**src/rtl/snake_pkg.sv**
```systemverilog
// Shared types and helpers for the snake direction controller.
package snake_pkg;

    localparam int unsigned DIR_W    = 2;
    localparam int unsigned NUM_KEYS = 4;

    typedef enum logic [DIR_W-1:0] {
        DIR_UP    = 2'd0,
        DIR_RIGHT = 2'd1,
        DIR_DOWN  = 2'd2,
        DIR_LEFT  = 2'd3
    } dir_t;

    typedef enum logic [1:0] {
        IDLE   = 2'd0,
        RUN    = 2'd1,
        PAUSED = 2'd2,
        DEAD   = 2'd3
    } ctrl_state_t;

    // Flipping bit 1 of the encoding gives the 180-degree reverse.
    function automatic dir_t opposite(input dir_t d);
        return dir_t'(d ^ 2'b10);
    endfunction

endpackage

```
**src/rtl/snake_dir_if.sv**
```systemverilog
// Player-side bundle: raw keys and game levels in, move strobes, direction and tick out.
//   master : game/player side (drives keys, pause, dead)
//   slave  : snake_dir_ctrl (drives strobes, dir, tick)
interface snake_dir_if;
    import snake_pkg::*;

    logic key_left;
    logic key_right;
    logic key_up;
    logic key_down;
    logic pause;
    logic dead;
    logic left;
    logic right;
    logic up;
    logic down;
    dir_t dir;
    logic tick;

    modport master (
        output key_left, key_right, key_up, key_down, pause, dead,
        input  left, right, up, down, dir, tick
    );

    modport slave (
        input  key_left, key_right, key_up, key_down, pause, dead,
        output left, right, up, down, dir, tick
    );

endinterface

```
**src/rtl/key_sync_edge.sv**
```systemverilog
// Key front end: 2-FF synchroniser followed by a registered rising-edge detector.
//   clk, reset (async, active-low)
//   din   : raw asynchronous key
//   pulse : one-cycle press pulse, third cycle after din is first sampled high
module key_sync_edge (
    input  logic clk,
    input  logic reset,
    input  logic din,
    output logic pulse
);

    logic meta;
    logic sync;
    logic prev;

    always_ff @(posedge clk or negedge reset) begin
        if (!reset) begin
            meta  <= 1'b0;
            sync  <= 1'b0;
            prev  <= 1'b0;
            pulse <= 1'b0;
        end else begin
            meta  <= din;
            sync  <= meta;
            prev  <= sync;
            pulse <= sync & ~prev;
        end
    end

endmodule

```
**src/rtl/snake_dir_ctrl.sv**
```systemverilog
// Converts player keys into paced one-cycle move strobes for the snake head.
//   clk, reset (async, active-low)
//   bus.key_*        : raw keys (asynchronous)
//   bus.pause/dead   : synchronous levels from game logic
//   bus.left/right/up/down : one-cycle move strobes, one cycle after tick
//   bus.dir          : current direction
//   bus.tick         : one-cycle pulse when the move counter wraps
module snake_dir_ctrl
    import snake_pkg::*;
#(
    parameter int unsigned TICK_DIV  = 8,
    parameter dir_t        START_DIR = DIR_RIGHT
) (
    input  logic        clk,
    input  logic        reset,
    snake_dir_if.slave  bus
);

    localparam int unsigned CNT_W = (TICK_DIV > 1) ? $clog2(TICK_DIV) : 1;
    localparam logic [CNT_W-1:0] CNT_MAX = CNT_W'(TICK_DIV - 1);

    localparam logic [1:0] S_IDLE   = 2'(IDLE);
    localparam logic [1:0] S_RUN    = 2'(RUN);
    localparam logic [1:0] S_PAUSED = 2'(PAUSED);
    localparam logic [1:0] S_DEAD   = 2'(DEAD);

    logic [1:0]          state_q, state_d;
    logic [CNT_W-1:0]    cnt_q;
    dir_t                dir_q;
    dir_t                q0, q1;
    logic [1:0]          q_cnt;
    logic                tick_q;
    logic [NUM_KEYS-1:0] strobe_q;

    logic [NUM_KEYS-1:0] press;
    logic                press_valid;
    dir_t                press_dir;
    dir_t                ref_dir;
    logic                turn_ok;
    logic                active;
    logic                cnt_en;
    logic                tick_c;
    logic                push;
    logic                pop;
    logic                first_press;

    // Key front ends, indexed by direction encoding
    key_sync_edge u_key_up    (.clk(clk), .reset(reset), .din(bus.key_up),    .pulse(press[DIR_UP]));
    key_sync_edge u_key_right (.clk(clk), .reset(reset), .din(bus.key_right), .pulse(press[DIR_RIGHT]));
    key_sync_edge u_key_down  (.clk(clk), .reset(reset), .din(bus.key_down),  .pulse(press[DIR_DOWN]));
    key_sync_edge u_key_left  (.clk(clk), .reset(reset), .din(bus.key_left),  .pulse(press[DIR_LEFT]));

    // Press decode: only a lone pulse counts; ref is the last direction already committed
    always_comb begin
        press_valid = 1'b1;
        press_dir   = DIR_UP;
        unique case (press)
            4'b0001: press_dir = DIR_UP;
            4'b0010: press_dir = DIR_RIGHT;
            4'b0100: press_dir = DIR_DOWN;
            4'b1000: press_dir = DIR_LEFT;
            default: press_valid = 1'b0;
        endcase

        ref_dir = dir_q;
        if (q_cnt == 2'd2) begin
            ref_dir = q1;
        end else if (q_cnt == 2'd1) begin
            ref_dir = q0;
        end

        turn_ok     = press_valid && (press_dir != ref_dir) && (press_dir != opposite(ref_dir));
        active      = (state_q == S_RUN) || (state_q == S_PAUSED);
        cnt_en      = active && !bus.pause && !bus.dead;
        tick_c      = cnt_en && (cnt_q == CNT_MAX);
        push        = active && turn_ok && !bus.dead;
        pop         = tick_c && (q_cnt != 2'd0);
        first_press = (state_q == S_IDLE) && press_valid && !bus.dead;
    end

    // Next-state logic; dead overrides everything
    always_comb begin
        state_d = state_q;
        if (bus.dead) begin
            state_d = S_DEAD;
        end else begin
            case (state_q)
                S_IDLE:   if (press_valid) state_d = S_RUN;
                S_RUN:    if (bus.pause)   state_d = S_PAUSED;
                S_PAUSED: if (!bus.pause)  state_d = S_RUN;
                default:  state_d = S_DEAD;
            endcase
        end
    end

    // State register
    always_ff @(posedge clk or negedge reset) begin
        if (!reset) begin
            state_q <= S_IDLE;
        end else begin
            state_q <= state_d;
        end
    end

    // Tick counter and direction; paused/dead simply stop the count
    always_ff @(posedge clk or negedge reset) begin
        if (!reset) begin
            cnt_q <= '0;
            dir_q <= START_DIR;
        end else begin
            if (first_press) begin
                cnt_q <= '0;
                dir_q <= press_dir;
            end else begin
                if (cnt_en) begin
                    cnt_q <= tick_c ? '0 : cnt_q + CNT_W'(1);
                end
                if (pop) begin
                    dir_q <= q0;
                end
            end
        end
    end

    // Two-entry turn queue, q0 is the head; push into a full queue needs a same-cycle pop
    always_ff @(posedge clk or negedge reset) begin
        if (!reset) begin
            q0    <= DIR_UP;
            q1    <= DIR_UP;
            q_cnt <= 2'd0;
        end else if (bus.dead) begin
            q_cnt <= 2'd0;
        end else begin
            case ({push, pop})
                2'b11: begin
                    if (q_cnt == 2'd2) begin
                        q0 <= q1;
                        q1 <= press_dir;
                    end else begin
                        q0 <= press_dir;
                    end
                end
                2'b10: begin
                    if (q_cnt == 2'd0) begin
                        q0    <= press_dir;
                        q_cnt <= 2'd1;
                    end else if (q_cnt == 2'd1) begin
                        q1    <= press_dir;
                        q_cnt <= 2'd2;
                    end
                end
                2'b01: begin
                    q0    <= q1;
                    q_cnt <= q_cnt - 2'd1;
                end
                default: ;
            endcase
        end
    end

    // Output registers: tick follows the wrap, strobe follows tick using the updated dir
    always_ff @(posedge clk or negedge reset) begin
        if (!reset) begin
            tick_q   <= 1'b0;
            strobe_q <= '0;
        end else begin
            tick_q <= tick_c;
            if (tick_q && !bus.dead && (state_q != S_DEAD)) begin
                strobe_q <= NUM_KEYS'(4'b0001 << dir_q);
            end else begin
                strobe_q <= '0;
            end
        end
    end

    assign bus.up    = strobe_q[DIR_UP];
    assign bus.right = strobe_q[DIR_RIGHT];
    assign bus.down  = strobe_q[DIR_DOWN];
    assign bus.left  = strobe_q[DIR_LEFT];
    assign bus.dir   = dir_q;
    assign bus.tick  = tick_q;

endmodule
```
**src/flat_wrapper.sv**
```systemverilog
// flat-port wrapper written by rule: the top's interface ports become plain ports
module snake_dir_ctrl_flat import snake_pkg::*;
#(
    parameter int unsigned TICK_DIV  = 8,
    parameter dir_t        START_DIR = DIR_RIGHT
)
  (clk, reset, bus_key_left, bus_key_right, bus_key_up, bus_key_down, bus_pause, bus_dead, bus_left, bus_right, bus_up, bus_down, bus_dir, bus_tick);
  snake_dir_if bus_i ();
  input  logic clk;
  input  logic reset;
  input wire logic [$bits(bus_i.key_left)-1:0] bus_key_left;
  input wire logic [$bits(bus_i.key_right)-1:0] bus_key_right;
  input wire logic [$bits(bus_i.key_up)-1:0] bus_key_up;
  input wire logic [$bits(bus_i.key_down)-1:0] bus_key_down;
  input wire logic [$bits(bus_i.pause)-1:0] bus_pause;
  input wire logic [$bits(bus_i.dead)-1:0] bus_dead;
  output wire logic [$bits(bus_i.left)-1:0] bus_left;
  output wire logic [$bits(bus_i.right)-1:0] bus_right;
  output wire logic [$bits(bus_i.up)-1:0] bus_up;
  output wire logic [$bits(bus_i.down)-1:0] bus_down;
  output wire logic [$bits(bus_i.dir)-1:0] bus_dir;
  output wire logic [$bits(bus_i.tick)-1:0] bus_tick;
  assign bus_i.key_left = bus_key_left;
  assign bus_i.key_right = bus_key_right;
  assign bus_i.key_up = bus_key_up;
  assign bus_i.key_down = bus_key_down;
  assign bus_i.pause = bus_pause;
  assign bus_i.dead = bus_dead;
  assign bus_left = bus_i.left;
  assign bus_right = bus_i.right;
  assign bus_up = bus_i.up;
  assign bus_down = bus_i.down;
  assign bus_dir = bus_i.dir;
  assign bus_tick = bus_i.tick;
  snake_dir_ctrl #(.TICK_DIV(TICK_DIV), .START_DIR(START_DIR)) u_core (.clk(clk), .reset(reset), .bus(bus_i));
endmodule
```
**config.mk**
```make
export PLATFORM = sky130hd
export DESIGN_NAME = snake_dir_ctrl_flat
export DESIGN_NICKNAME = d
export VERILOG_FILES = /design/src/rtl/snake_pkg.sv /design/src/rtl/snake_dir_if.sv /design/src/rtl/key_sync_edge.sv /design/src/rtl/snake_dir_ctrl.sv /design/src/flat_wrapper.sv
export SDC_FILE = /design/constraint.sdc
export NUM_CORES = 1
export LEC_CHECK = 0
export ABC_AREA = 1
export BUFFER_PORTS_ARGS = -buffer_cell sky130_fd_sc_hd__buf_2
export CAP_MARGIN = 10
export CORE_MARGIN = 1.5
export CORE_UTILIZATION = 55
export DETAILED_ROUTE_END_ITERATION = 10
export GPL_TIMING_DRIVEN = 0
export PLACE_DENSITY = 0.83
export REMOVE_ABC_BUFFERS = 1
export SYNTH_ARGS = -nofsm -noshare
export SYNTH_HDL_FRONTEND = slang
export SYNTH_SLANG_ARGS = --single-unit
```
**constraint.sdc**
```tcl
create_clock -name clk -period 5.1 [get_ports clk]
set_input_delay 1.02 -clock clk [delete_from_list [all_inputs] [get_ports clk]]
set_output_delay 1.02 -clock clk [all_outputs]
set_load 0.02 [all_outputs]
```
Word level (Yosys, flattened, before mapping):

Cells that the tools add are included.

* reduce and logical (&&, ||, !) cells: 28
* shifts and indexed selects: 1
* add/sub/neg operators: 2
* muxes and demuxes: 26
* bitwise logic cells: 10
* equal/unequal tests: 23

Operators by type and width (count)
* 2-bit two-way mux: 16
* 2-bit one-hot mux with 3 select lines: 3
* 1-bit logical AND: 12
* 3-bit two-way mux: 3
* 2-bit equality test, second input constant: 4
* 2-bit one-hot mux with 2 select lines: 2
* 2-bit nonzero test: 4
* 2-bit by 1-bit equality test with 1-bit output, second input constant: 3
* 2-bit by 1-bit inequality test with 1-bit output, second input constant: 3
* 3-bit inequality test, second input constant: 2
* 1-bit NOT: 6
* 3-bit AND reduction: 2
* 3-bit nonzero test: 2
* 5-bit AND reduction: 1
* 1-bit bitwise AND: 4
* 4-bit by 1-bit equality test with 1-bit output, second input constant: 1
* 4-bit by 2-bit equality test with 1-bit output, second input constant: 1
* 4-bit by 3-bit equality test with 1-bit output, second input constant: 1
* 4-bit equality test, second input constant: 1
* 2-bit logical NOT: 2
* 4-bit two-way mux: 1
* 2-bit inequality test: 2
* 2-bit inequality test, second input constant: 2
* 4-bit by 2-bit inequality test with 1-bit output, second input constant: 1
* other kinds (10): 11

* flip-flop bits (word level): 34
* word-level logic and storage cells: 114
* output and inout bits: 7
* input port bits: 8

Depth between registers and ports, before layout:

* word-level depth: 11
* gate-level depth with buffers: 16
* gate-level depth less buffers: 16

Hierarchy:

A second synthesis with hierarchy kept.

* cells, all modules: 189
* area, all modules: 1670.4 um2

By module, submodules not included
* snake_dir_ctrl: cells an instance 165, times used 1, area each 1229.9 um2, sequential area each 451.7 um2
* key_sync_edge: cells an instance 6, times used 4, area each 110.1 um2, sequential area each 100.1 um2

Worst setup path before layout:

OpenSTA, ideal clock, no wires.

* path kind: input -> register
* start point: in bus_dead
* end point: reg u_core.q0[0]
* setup slack: 2.848 ns
* stages: 12
* library setup time: 0.117 ns
* arrival time: 2.135 ns
* data required time: 4.983 ns
* buffers on the path: 0
* cell sequence: inv_2 -> nand2_1 -> a21oi_2 -> nand3_2 -> inv_1 -> ha_1 -> a21oi_1 -> o21ai_0 -> o21ai_0 -> inv_1 -> nand3_1 -> nand2_1

* longest elaborated chain between the ends: 7
* elaborated cells between the ends (all ways): 13
* those cells by class: eq/ne: 4; mux: 1; bitwise: 1; reduce/logical: 7

Ends and longest elaborated chain
* start: declaration: RTL line flat_wrapper.sv:16 `input wire logic [$bits(bus_i.dead)-1:0] bus_dead;`
* 1-bit logical NOT: RTL line snake_dir_ctrl.sv:74, snake_dir_ctrl.sv:76
* 1-bit logical AND: RTL line snake_dir_ctrl.sv:74 `cnt_en = active && !bus.pause && !bus.dead;`
* 1-bit logical AND: RTL line snake_dir_ctrl.sv:75 `tick_c = cnt_en && (cnt_q == CNT_MAX);`
* 1-bit logical AND: RTL line snake_dir_ctrl.sv:77 `pop = tick_c && (q_cnt != 2'd0);`
* 2-bit equality test / 2-bit by 1-bit equality test with 1-bit output (equally long branches): RTL line snake_dir_ctrl.sv:134 `case ({push, pop})`
* 2-bit by 1-bit inequality test with 1-bit output (no line) / 3-bit nonzero test (equally long branches)
* 3-bit AND reduction (no line)
* end signal: assignment: RTL line snake_dir_ctrl.sv:137 `q0 <= q1;`
* end signal: assignment: RTL line snake_dir_ctrl.sv:140 `q0 <= press_dir;`
* end signal: assignment: RTL line snake_dir_ctrl.sv:145 `q0 <= press_dir;`
* end: declaration: RTL line snake_dir_ctrl.sv:30 `dir_t q0, q1;`

Several ways; a longest one is shown, not always the timed one.
A chain may end at the register's enable or synchronous reset.

Final worst setup path:

* start point: in bus_dead
* end point: reg u_core.q_cnt[1]

* longest elaborated chain between the ends: 7
* elaborated cells between the ends (all ways): 12
* those cells by class: eq/ne: 3; mux: 2; reduce/logical: 7

Ends and longest elaborated chain
* 1-bit logical NOT (*): RTL line snake_dir_ctrl.sv:74
* 1-bit logical AND (*): RTL line snake_dir_ctrl.sv:74
* 1-bit logical AND (*): RTL line snake_dir_ctrl.sv:75
* named net u_core.tick_c: RTL line snake_dir_ctrl.sv:42 `logic tick_c;`
* 1-bit logical AND (*): RTL line snake_dir_ctrl.sv:77
* 2-bit equality test / 2-bit by 1-bit equality test with 1-bit output (equally long branches): RTL line snake_dir_ctrl.sv:134
* 4-bit by 2-bit inequality test with 1-bit output (no line) (tied with other cells)
* 2-bit AND reduction (no line) / 2-bit two-way mux (equally long branches)
* end signal: assignment: RTL line snake_dir_ctrl.sv:154 `q_cnt <= q_cnt - 2'd1;`
* end: declaration: RTL line snake_dir_ctrl.sv:31 `logic [1:0] q_cnt;`

Mark *: on every way through the listed nets, which the timed path passes. The rest lies on a longest branch.

==> impl_metrics.ini <==
[timing]
period_minus_slack_ps = 2337
setup_tns_ps = 0
hold_viol = 0
worst_slew_pin_slew_ps = 727.4
fmax_ghz = 0.4279
skew_ps = 7.721
report.final.setup_viol = 0
grt_setup_unrepaired = false
final_max_slew_viol_count = 0
holdWs_ps = 361.6
layout_setup_ws_ps = 2763
slew_headroom_pct = 51.51
min_period_over_period_pct = 45.82

[synth]
avgSynthCellArea_um2 = 9.134
synth_flop_cell = dfrtp_1
synthArstFlopShare_pct = 100.0
synth_cells = 183
synth_area_leaders = dfrtp_1 49%, ha_1 9.7%, nand2_1 7.6%
synth_top_area_share_pct = 49.40
synth_warnings = 0
yosysSeqAreaShare_pct = 50.97
synth-edff-count = 0
syn-cell-area_mm2 = 0.001672
synth_cell_types = 23
ys_seq_elements = 34
yosysTopAreaCell = dfrtp_1

[setup_path]
r2r_setup_slack_ps = 2860
worst_r2r_path_depth = 11
arrival_ps = 2600
required_ps = 5370
crit_fanout = 7
endpoint_kind = register
worstReg2RegStart = u_core.state_q[0]
crit_type = in -> reg
startpoint_type = input pin
rr_endpoint = u_core.q_cnt[1]

[finish]
multi_input_area_um2 = 691.9
drive_above_1_share_pct = 19.02
area_growth_pct = 12.87
fin_util_pct = 66.70
nNetsFinal = 225
fin_cells = 236
seq_area_um2 = 852.1
fin_area_mm2 = 0.001887
fill_cells = 226
num_antenna_cells = 0

[die]
dieArea_mm2 = 0.003379
coreArea_mm2 = 0.002829
die_x_um = 58.13
dieHeight_um = 58.13
rows = 19
ios = 15
initial_core_util_pct = 59.09

[min_path]
hold_class = reg -> reg
min-delay-start = u_core.u_key_left.meta
hold_end = u_core.u_key_left.sync
whs_path_depth = 0

[clocking]
root_buffer = clkbuf_4
clk_pin_slew_ps = 110
cts_resized = 0
numCtsBuffers = 5
clock-sinks = 34
cts_tree = done
h-tree-depth = 2
cts_hold_buf = 0
clockBufferDepth = 2
insertion_delay_ps = 340
cts_setup_buffers = 0

[global_route]
track_usage_pct = 20.98
grt_pass1_wl_um = 5154
grt_start_max_net_pins = 35
antenna_found_initial = 0
overflow = 0
grt_pass1_vias = 1205

[detailed_routing]
drt-initial-drc-count = 56
wl_um = 3038
drc_errors = 0
vias_per_cell = 5.318
wl_per_cell_um = 12.87
vias = 1255
drtAntennaViolNets = 0
firstDrtPassIters = 4

[job]
maxCapViolCount = 0

[place]
gp_congestion = 0.9325
place_inst = 228
io_buffers = 14
hpwlAfterDp_um = 2304
pre_cts_slack_ps = 2431
dpl_cell_area_mm2 = 0.001780

[status]
status = finished, final reports clean

[power_and_ir_drop]
p_per_area_mw_per_mm2 = 428.2
p_leak_nw = 1.031
peakVddDrop_mv = 0.2610
power_mw = 0.8079
[kinds of logic (layout without fill, tap and decap cells)]
kind of cell	Yosys count	count (layout)	share of synthesized area, %
DFF	34	34	50.97
AOI/OAI and AO/OA	27	27	9.057
adders and majority gates	13	13	9.731
buffers and inverters	34	56	7.635
and+or+nand+nor	75	75	22.60
[worst max-delay path, stage by stage]
cell	delay (ps)
buf_2	140
inv_2	130
nand3_4	120
nor2_4	130
nand2_4	80
inv_1	120
ha_1	240
inv_1	80
o211ai_1	310
nand4_1	130
o21ai_0	100
[synth_stat cells (2+ instances only)]
cell	count
o211ai_1	2
nand3_2	3
inv_2	3
inv_1	31
nor2_1	12
nand2_1	34
nor3_1	5
dfrtp_1	33
nand2_2	3
nand4_1	2
ha_1	13
o21ai_1	2
a21oi_1	4
nand3_1	11
o21ai_0	16
nand3_4	2
[layout make-up]
type	instances	area share, %
multi-input combinational	115	36.67
timing repair buffer	14	3.714
sequential	34	45.16
clock inverter	3	3.647
tap	31	2.056
clock buffer	5	1.989
inverter	34	6.764
[metal layers]
layer / global-route usage, % / vias up / share of wire, %
li1: - / 628 / -
met1: 25.18 / 591 / 41
met2: 34.90 / 28 / 53
met3: 6.250 / 8 / 4.0
met4: 9.302 / 0 / 2.1
met5: 0 / - / 0
[cell usage in the layout, fill, tap and decap left out]
master and instances:
nand3_4 2, nor2_1 12, o21ai_0 16, inv_2 3, o21ai_2 1, buf_2 14, o21ai_1 2, a21oi_2 1
dfstp_2 1, bufinv_16 2, ha_1 13, o211ai_1 2, dfrtp_1 33, nand2_2 3, clkinv_4 1, nand4_1 2
nor2_2 1, clkbuf_4 5, a21oi_1 4, nand2_4 1, nor2_4 1, nand2_1 34, o221ai_1 1, nor3_1 5
nand3_1 11, nand3_2 3, inv_1 31
[registers in the layout (all words and copies together) (netlist names), 2 cells and up]
register and cells:
u_core.state_q 2, u_core.bus.dir 2, u_core.q0 2, u_core.q1 2, u_core.strobe_q 4, u_core.cnt_q 3
u_core.q_cnt 2
[how the worst max path moves through the flow]
| stage | cells after the start | start | slack, ps | end |
|---|---|---|---|---|
| 2_1_floorplan | 12 | bus_dead | 2850 | u_core.q0[0] |
| 3_3_place_gp | 13 | bus_dead | 2540 | u_core.q0[1] |
| 3_5_place_dp | 11 | bus_dead | 2430 | u_core.q_cnt[0] |
| 4_1_cts | 11 | bus_dead | 2770 | u_core.q_cnt[1] |
| 5_1_grt | 11 | bus_dead | 2540 | u_core.q_cnt[0] |
| 6_report | 11 | bus_dead | 2760 | u_core.q_cnt[1] |
[report_power, final]
part,total (mW),internal (mW),switching [mW]
registers,0.358,0.320,0.0380
clock network,0.246,0.153,0.0926
logic,0.204,0.0726,0.132
Note: power is estimated with default switching activity, not from simulation.
